### src/rtl/lcd_pkg.sv
// Shared types and constants for the character-LCD frame sequencer.
package lcd_pkg;

  typedef enum logic [2:0] {
    ST_PWR,
    ST_INIT_NIB,
    ST_INIT_CMD,
    ST_ADDR1,
    ST_DATA1,
    ST_ADDR2,
    ST_DATA2
  } state_t;

  typedef struct packed {
    logic       rs;
    logic [7:0] val;
  } lcd_byte_t;

  localparam int unsigned LINE_CHARS = 16;

  localparam logic [7:0] CMD_FUNC_SET = 8'h28;
  localparam logic [7:0] CMD_ENTRY    = 8'h06;
  localparam logic [7:0] CMD_DISP_ON  = 8'h0C;
  localparam logic [7:0] CMD_CLEAR    = 8'h01;
  localparam logic [7:0] CMD_LINE1    = 8'h80;
  localparam logic [7:0] CMD_LINE2    = 8'hC0;

  // Power-up nibble list, first entry in the top nibble.
  localparam logic [15:0] INIT_NIBS = 16'h3332;

  function automatic logic [3:0] init_nib(input logic [1:0] i);
    return 4'(INIT_NIBS >> (4'(2'd3 - i) * 4'd4));
  endfunction

  function automatic logic [7:0] init_cmd(input logic [1:0] i);
    case (i)
      2'd0:    return CMD_FUNC_SET;
      2'd1:    return CMD_ENTRY;
      2'd2:    return CMD_DISP_ON;
      default: return CMD_CLEAR;
    endcase
  endfunction

endpackage

### src/rtl/lcd_frame_ctrl_if.sv
// LCD pin bundle plus the frame-completion strobe.
interface lcd_frame_ctrl_if;
  logic       lcd_e;
  logic       lcd_rs;
  logic       lcd_rw;
  logic [7:4] lcd_db;
  logic       frame_done;

  modport master (output lcd_e, lcd_rs, lcd_rw, lcd_db, frame_done);
  modport slave  (input  lcd_e, lcd_rs, lcd_rw, lcd_db, frame_done);
endinterface

### src/rtl/lcd_nibble_tx.sv
// Drives one nibble onto the LCD pins with setup and enable-high timing.
module lcd_nibble_tx #(
  parameter int unsigned E_SETUP = 2,
  parameter int unsigned E_HIGH  = 12
) (
  input  logic       clk,
  input  logic       rst,
  input  logic       start,
  input  logic [3:0] nib,
  input  logic       rs,
  output logic       done,
  output logic       lcd_e,
  output logic       lcd_rs,
  output logic [3:0] lcd_db
);
  localparam int unsigned SLOT = E_SETUP + E_HIGH;
  localparam int unsigned CW   = $clog2(SLOT + 1);

  logic          busy;
  logic [CW-1:0] cnt;

  // cnt is the cycle index within the slot; E is high for indices E_SETUP..SLOT-1
  always_ff @(posedge clk or posedge rst) begin
    if (rst) begin
      busy   <= 1'b0;
      cnt    <= '0;
      done   <= 1'b0;
      lcd_e  <= 1'b0;
      lcd_rs <= 1'b0;
      lcd_db <= '0;
    end else begin
      done <= 1'b0;
      if (start) begin
        busy   <= 1'b1;
        cnt    <= '0;
        lcd_e  <= 1'b0;
        lcd_rs <= rs;
        lcd_db <= nib;
      end else if (busy) begin
        if (cnt == CW'(SLOT - 1)) begin
          busy  <= 1'b0;
          lcd_e <= 1'b0;
          done  <= 1'b1;
        end else begin
          cnt   <= cnt + CW'(1);
          lcd_e <= (32'(cnt) + 32'd1 >= E_SETUP);
        end
      end
    end
  end

endmodule

### src/rtl/lcd_frame_ctrl.sv
// HD44780 4-bit sequencer: power-up init, then endless two-line refresh.
module lcd_frame_ctrl
  import lcd_pkg::*;
#(
  parameter int unsigned E_SETUP    = 2,
  parameter int unsigned E_HIGH     = 12,
  parameter int unsigned NIB_GAP    = 50,
  parameter int unsigned BYTE_WAIT  = 2000,
  parameter int unsigned CLEAR_WAIT = 82000,
  parameter int unsigned PWR_WAIT   = 750000
) (
  input  logic             clk,
  input  logic             rst,
  input  logic [127:0]     line1,
  input  logic [127:0]     line2,
  lcd_frame_ctrl_if.master bus
);
  localparam int unsigned WAIT_MAX = (PWR_WAIT > CLEAR_WAIT) ? PWR_WAIT : CLEAR_WAIT;
  localparam int unsigned WW       = $clog2(WAIT_MAX + 1);

  state_t        state, next_state_c, sel_state_c;
  logic [3:0]    idx, next_idx_c, sel_idx_c;
  logic          second, waiting;
  logic [WW-1:0] wcnt, widx_c;
  logic          post_c, in_wait_c, term_c, use_low_c;
  int unsigned   wlen_c;
  lcd_byte_t     tx_byte_c;
  logic [3:0]    nib_c;
  logic [127:0]  shadow1, shadow2;
  logic          done, e_w, rs_w;
  logic [3:0]    db_w;

  function automatic logic [7:0] char_at(input logic [127:0] s, input logic [3:0] i);
    return 8'(s >> (32'(4'd15 - i) * 32'd8));
  endfunction

  function automatic lcd_byte_t sel_byte(input state_t st, input logic [3:0] i,
                                          input logic [127:0] s1, input logic [127:0] s2);
    lcd_byte_t r;
    r = '0;
    case (st)
      ST_INIT_NIB: r.val = {4'h0, init_nib(i[1:0])};
      ST_INIT_CMD: r.val = init_cmd(i[1:0]);
      ST_ADDR1:    r.val = CMD_LINE1;
      ST_ADDR2:    r.val = CMD_LINE2;
      ST_DATA1:    r     = '{rs: 1'b1, val: char_at(s1, i)};
      ST_DATA2:    r     = '{rs: 1'b1, val: char_at(s2, i)};
      default:     r     = '0;
    endcase
    return r;
  endfunction

  // Wait/issue decode: the done cycle counts as wait cycle 0, so no bubble on completion.
  always_comb begin
    post_c    = second || (state == ST_PWR) || (state == ST_INIT_NIB);
    in_wait_c = waiting || done;
    widx_c    = done ? '0 : wcnt;

    wlen_c = BYTE_WAIT;
    if (!post_c)                                      wlen_c = NIB_GAP;
    else if (state == ST_PWR)                         wlen_c = PWR_WAIT;
    else if (state == ST_INIT_NIB && idx != 4'd3)     wlen_c = CLEAR_WAIT;
    else if (state == ST_INIT_CMD && idx == 4'd3)     wlen_c = CLEAR_WAIT;
    term_c = in_wait_c && (widx_c == WW'(wlen_c - 32'd1));

    next_state_c = state;
    next_idx_c   = idx + 4'd1;
    case (state)
      ST_PWR:      begin next_state_c = ST_INIT_NIB; next_idx_c = '0; end
      ST_INIT_NIB: if (idx == 4'd3)  begin next_state_c = ST_INIT_CMD; next_idx_c = '0; end
      ST_INIT_CMD: if (idx == 4'd3)  begin next_state_c = ST_ADDR1;    next_idx_c = '0; end
      ST_ADDR1:    begin next_state_c = ST_DATA1; next_idx_c = '0; end
      ST_DATA1:    if (idx == 4'd15) begin next_state_c = ST_ADDR2;    next_idx_c = '0; end
      ST_ADDR2:    begin next_state_c = ST_DATA2; next_idx_c = '0; end
      ST_DATA2:    if (idx == 4'd15) begin next_state_c = ST_ADDR1;    next_idx_c = '0; end
      default:     begin next_state_c = ST_PWR;   next_idx_c = '0; end
    endcase

    sel_state_c = post_c ? next_state_c : state;
    sel_idx_c   = post_c ? next_idx_c   : idx;
    use_low_c   = !post_c || (next_state_c == ST_INIT_NIB);
    tx_byte_c   = sel_byte(sel_state_c, sel_idx_c, shadow1, shadow2);
    nib_c       = use_low_c ? tx_byte_c.val[3:0] : tx_byte_c.val[7:4];
  end

  // Sequencer state, wait counter and line snapshots
  always_ff @(posedge clk or posedge rst) begin
    if (rst) begin
      state          <= ST_PWR;
      idx            <= '0;
      second         <= 1'b0;
      waiting        <= 1'b1;
      wcnt           <= '0;
      shadow1        <= '0;
      shadow2        <= '0;
      bus.frame_done <= 1'b0;
    end else begin
      bus.frame_done <= 1'b0;
      if (term_c) begin
        waiting <= 1'b0;
        if (post_c) begin
          state  <= next_state_c;
          idx    <= next_idx_c;
          second <= 1'b0;
          if (next_state_c == ST_ADDR1) begin
            shadow1 <= line1;
            shadow2 <= line2;
          end
          bus.frame_done <= (state == ST_DATA2) && (next_state_c == ST_ADDR1);
        end else begin
          second <= 1'b1;
        end
      end else if (in_wait_c) begin
        waiting <= 1'b1;
        wcnt    <= widx_c + WW'(1);
      end
    end
  end

  lcd_nibble_tx #(
    .E_SETUP (E_SETUP),
    .E_HIGH  (E_HIGH)
  ) u_tx (
    .clk    (clk),
    .rst    (rst),
    .start  (term_c),
    .nib    (nib_c),
    .rs     (tx_byte_c.rs),
    .done   (done),
    .lcd_e  (e_w),
    .lcd_rs (rs_w),
    .lcd_db (db_w)
  );

  assign bus.lcd_e  = e_w;
  assign bus.lcd_rs = rs_w;
  assign bus.lcd_db = db_w;
  assign bus.lcd_rw = 1'b0;

endmodule
### src/flat_wrapper.sv
// flat-port wrapper written by rule: the top's interface ports become plain ports
module lcd_frame_ctrl_flat import lcd_pkg::*;
#(
  parameter int unsigned E_SETUP    = 2,
  parameter int unsigned E_HIGH     = 12,
  parameter int unsigned NIB_GAP    = 50,
  parameter int unsigned BYTE_WAIT  = 2000,
  parameter int unsigned CLEAR_WAIT = 82000,
  parameter int unsigned PWR_WAIT   = 750000
)
  (clk, rst, line1, line2, bus_lcd_e, bus_lcd_rs, bus_lcd_rw, bus_lcd_db, bus_frame_done);
  lcd_frame_ctrl_if bus_i ();
  input  logic clk;
  input  logic rst;
  input  logic [127:0] line1;
  input  logic [127:0] line2;
  output wire logic [$bits(bus_i.lcd_e)-1:0] bus_lcd_e;
  output wire logic [$bits(bus_i.lcd_rs)-1:0] bus_lcd_rs;
  output wire logic [$bits(bus_i.lcd_rw)-1:0] bus_lcd_rw;
  output wire logic [$bits(bus_i.lcd_db)-1:0] bus_lcd_db;
  output wire logic [$bits(bus_i.frame_done)-1:0] bus_frame_done;
  assign bus_lcd_e = bus_i.lcd_e;
  assign bus_lcd_rs = bus_i.lcd_rs;
  assign bus_lcd_rw = bus_i.lcd_rw;
  assign bus_lcd_db = bus_i.lcd_db;
  assign bus_frame_done = bus_i.frame_done;
  lcd_frame_ctrl #(.E_SETUP(E_SETUP), .E_HIGH(E_HIGH), .NIB_GAP(NIB_GAP), .BYTE_WAIT(BYTE_WAIT), .CLEAR_WAIT(CLEAR_WAIT), .PWR_WAIT(PWR_WAIT)) u_core (.clk(clk), .rst(rst), .line1(line1), .line2(line2), .bus(bus_i));
endmodule
### config.mk
export PLATFORM = sky130hd
export DESIGN_NAME = lcd_frame_ctrl_flat
export DESIGN_NICKNAME = d
export VERILOG_FILES = /design/src/rtl/lcd_pkg.sv /design/src/rtl/lcd_frame_ctrl_if.sv /design/src/rtl/lcd_nibble_tx.sv /design/src/rtl/lcd_frame_ctrl.sv /design/src/flat_wrapper.sv
export SDC_FILE = /design/constraint.sdc
export NUM_CORES = 1
export LEC_CHECK = 0
export BUFFER_PORTS_ARGS = -buffer_cell sky130_fd_sc_hd__buf_2
export CORE_MARGIN = 2
export CORE_UTILIZATION = 53
export CTS_BUF_LIST = sky130_fd_sc_hd__clkbuf_8
export DETAILED_ROUTE_END_ITERATION = 8
export PLACE_DENSITY = 0.75
export SKIP_CTS_REPAIR_TIMING = 1
export SYNTH_ARGS = -nofsm -noshare
export SYNTH_HDL_FRONTEND = slang
export SYNTH_SLANG_ARGS = --single-unit
### constraint.sdc
create_clock -name clk -period 11.8 [get_ports clk]
set_input_delay 2.95 -clock clk [delete_from_list [all_inputs] [get_ports clk]]
set_output_delay 2.95 -clock clk [all_outputs]
set_load 0.03 [all_outputs]
==> flow_summary_export.csv <==
group,metric,value,unit
critical_path,crit_required,12.32,ns
status,status,"completed",
timing,hold_viol,0,
cells_and_area,instances_no_fill,2585,
worst_hold_path,hp-class,"reg2reg",
timing,fmax,196,MHz
power_and_ir_drop,leakage,8.73,nW
global_route,grt_pass1_wl,78.5,mm
cells_and_area,area_delta_synth_final,15.3,%
clock_tree,path_clk_slew,0.06,ns
place,port_buffers,264,
critical_path,arrival,5.63,ns
die,start_util,53.7,%
detailed_routing,dr_total_vias,14800,
critical_path,critPathLaunchType,"flop",
place,dp_hpwl,35.1,mm
detailed_routing,avgRoutedWirePerCell,19.5,µm
critical_path,cp_max_fo,87,
timing,worst_pin_slew,1.26,ns
power_and_ir_drop,p_per_area,113,mW/mm²
timing,maxSlewViolCount,0,
die,num_io_pins,266,
clock_tree,htree_levels,2,
global_route,grt_usage,33.1,%
timing,period_share,43.3,%
yosys,syn_inst,1948,
place,globalplace.congestion,0.965,
detailed_routing,ant_nets,0,
cells_and_area,nNetsFinal,2427,
yosys,synth_seq_cells,298,
cells_and_area,antenna_cells,0,
die,core,0.0286,mm²
clock_tree,clockBufferDepth,3,
critical_path,worst-setup-path-type,"reg2reg",
yosys,syn-num-nets,2215,
global_route,grt_max_degree,158,
die,die_y,174,µm
clock_tree,cts_sinks,298,
place,place_inst,2491,
yosys,synthesis.area,0.0154,mm²
timing,skew,0.0227,ns
cells_and_area,drive_above_1_share,17.4,%
clock_tree,cts_tree,"done",
timing,tns,0,ns
timing,slew-limit-headroom,16.1,%
yosys,yosys_most_used_dff,"dfrtp_1",
critical_path,crit_path_top_delay_cell,"dfrtp_1",
detailed_routing,totalWireLength,50.3,mm
clock_tree,cts_made_buffers,51,
yosys,ys_types,74,
global_route,first_global_vias,14300,
die,design.die.area,0.0304,mm²
yosys,yosysWarningCount,0,
timing,rsz0062_at_grt,"no",
detailed_routing,drc,0,
clock_tree,cts_root_buf,"clkbuf_8",
detailed_routing,dr.pass1.iters,6,
yosys,synth-edff-count,0,
timing,setup_violations,0,
yosys,synthArstFlopShare,100,%
timing,whs,0.464,ns
power_and_ir_drop,peakVddDrop,0.0000994,V
detailed_routing,vias_per_cell,5.72,
clock_tree,clock_latency,0.60,ns
detailed_routing,first_iter_violations,1523,
critical_path,end_kind,"flop",
global_route,antenna_found_initial,2,
timing,period_needed,5.11,ns
die,rows,62,
yosys,ys_seq_area_share,48.5,%
critical_path,cp_cell_sequence,"o21ba_1, o21ai_0, a21oi_1, o211ai_1, or4b_1, nor4_4, buf_4, buf_4, nand2_1, nand2_1",
job,drv_cap,0,
global_route,gr-total-overflow,0,
critical_path,max_stage_delay,0.86,ns
yosys,syn_avg_cell_area,7.89,µm²
die,die_x,174,µm
-- stage by stage --
| step | utilization (%) | total power, mW | setup slack (ns) | area, µm² |
|---|---|---|---|---|
| finish | 61.9 | 2.01 | 6.69 | 17700 |
| global route | 61.9 | 2.07 | 6.28 | 17700 |
| CTS | 61.9 | 2.02 | 6.81 | 17700 |
| detailed placement | 58.4 | 1.11 | 6.82 | 16700 |
| global placement | 58.4 | 1.11 | 6.93 | 16700 |
| floorplan | - | 1.06 | 0.619 | 15400 |
-- synth_stat cells, types with 6 or more instances --
cell type  count  area share, %
buf_6         21            1.5
nor4_1        19           0.77
o31ai_1        6           0.29
nand2_1      966             24
or3_1          6           0.24
inv_1         21           0.51
and3_1        29            1.2
nand2b_1       8           0.33
mux2i_1       13           0.85
mux4_2         7            1.0
xnor2_1        7           0.40
dfrtp_1      297             48
a31oi_1       10           0.41
a311oi_1      13           0.74
xor2_1        10           0.57
a21oi_1       44            1.4
clkbuf_1      76            1.9
ha_1           9           0.73
a211oi_1       9           0.44
nor3_1        24           0.78
buf_2         19           0.62
nor2_1        57            1.4
a2111oi_0      7           0.40
nand4_1       15           0.61
nand3_1       78            2.5
buf_1         10           0.24
o21ai_0       49            1.6
a221oi_1      23            1.3
-- layout make-up --
cell class              count  area [µm²]
fillers                  2629       10900
flip-flops and latches    298        7460
multi-input cells        1500        7200
repair buffers            287        1490
clock buffers              60         826
well taps                 384         480
clock inverters            34         178
inverters                  22        90.1
-- critical path, delay by kind of cell, from the launching register on --
| kind | cells | cell delay (ns) |
|---|---|---|
| buffers and inverters | 2 | 1.44 |
| AOI/OAI and AO/OA | 4 | 1.34 |
| and+or+nand+nor | 4 | 1.34 |
| DFF | 1 | 0.86 |
-- kinds of logic after synthesis --
logic type / share of synthesized area (%)
AOI/OAI and AO/OA: 9.53
xor gates and xnor gates: 0.969
adders and majority gates: 0.733
buffers and inverters: 4.89
DFF: 48.5
muxes: 2.19
other: 0.0244
and+or+nand+nor: 33.1
-- placed cells by master (no fill, tap or decap), drive strengths merged, types with 8 or more instances in the layout --
cell      n
clkbuf   60
nand2   966
a31oi    10
nand4    15
o21ai    52
a311oi   13
a21oi    44
mux2i    13
buf     287
and3     29
ha        9
nor3     25
dfrtp   297
nand2b    8
nand3    78
a211oi   10
nor2     58
a221oi   23
inv      50
xor2     10
nor4     21
-- worst paths after layout --
kind	startpoint	endpoint	slack [ns]	cells past startpoint
hold reg to reg	u_core.shadow1[15]$_DFFE_PP0P_	u_core.shadow1[15]$_DFFE_PP0P_	0.46	2
setup reg to reg	u_core.state[1]$_DFFE_PP0P_	u_core.shadow1[50]$_DFFE_PP0P_	6.69	10
hold / removal	u_core.shadow1[15]$_DFFE_PP0P_	u_core.shadow1[15]$_DFFE_PP0P_	0.46	2
max in group asynchronous	rst	u_core.shadow2[44]$_DFFE_PP0P_	7.63	3
min in group asynchronous	rst	u_core.shadow2[116]$_DFFE_PP0P_	2.63	2
setup / recovery	u_core.state[1]$_DFFE_PP0P_	u_core.shadow1[50]$_DFFE_PP0P_	6.69	10
-- layer usage --
layer	track usage, %	wire [µm]	up-vias
met5	0	0	-
met4	15.3	2340	0
met3	5.91	4000	128
met2	54.0	23600	695
met1	43.1	20300	7101
li1	-	-	6861
-- power by group --
part | leakage [nW] | total [mW] | internal [mW] | switching [mW]
logic | 5.29 | 0.0684 | 0.0311 | 0.0373
registers | 2.83 | 1.02 | 1.02 | 0
clock network | 0.612 | 0.921 | 0.485 | 0.436
-- registers in the layout, summed over array words and instances, names as in the netlist --
signal and cells:
u_core.state 3, u_core.shadow2 128, u_core.waiting 1, u_core.u_tx.busy 1
u_core.wcnt 20, u_core.u_tx.done 1, u_core.idx 4, u_core.u_tx.lcd_rs 1
u_core.bus.frame_done 1, u_core.u_tx.cnt 4, u_core.shadow1 128, u_core.u_tx.lcd_e 1
u_core.u_tx.lcd_db 4, u_core.second 1
No activity file was read; power rests on OpenSTA's default activity.
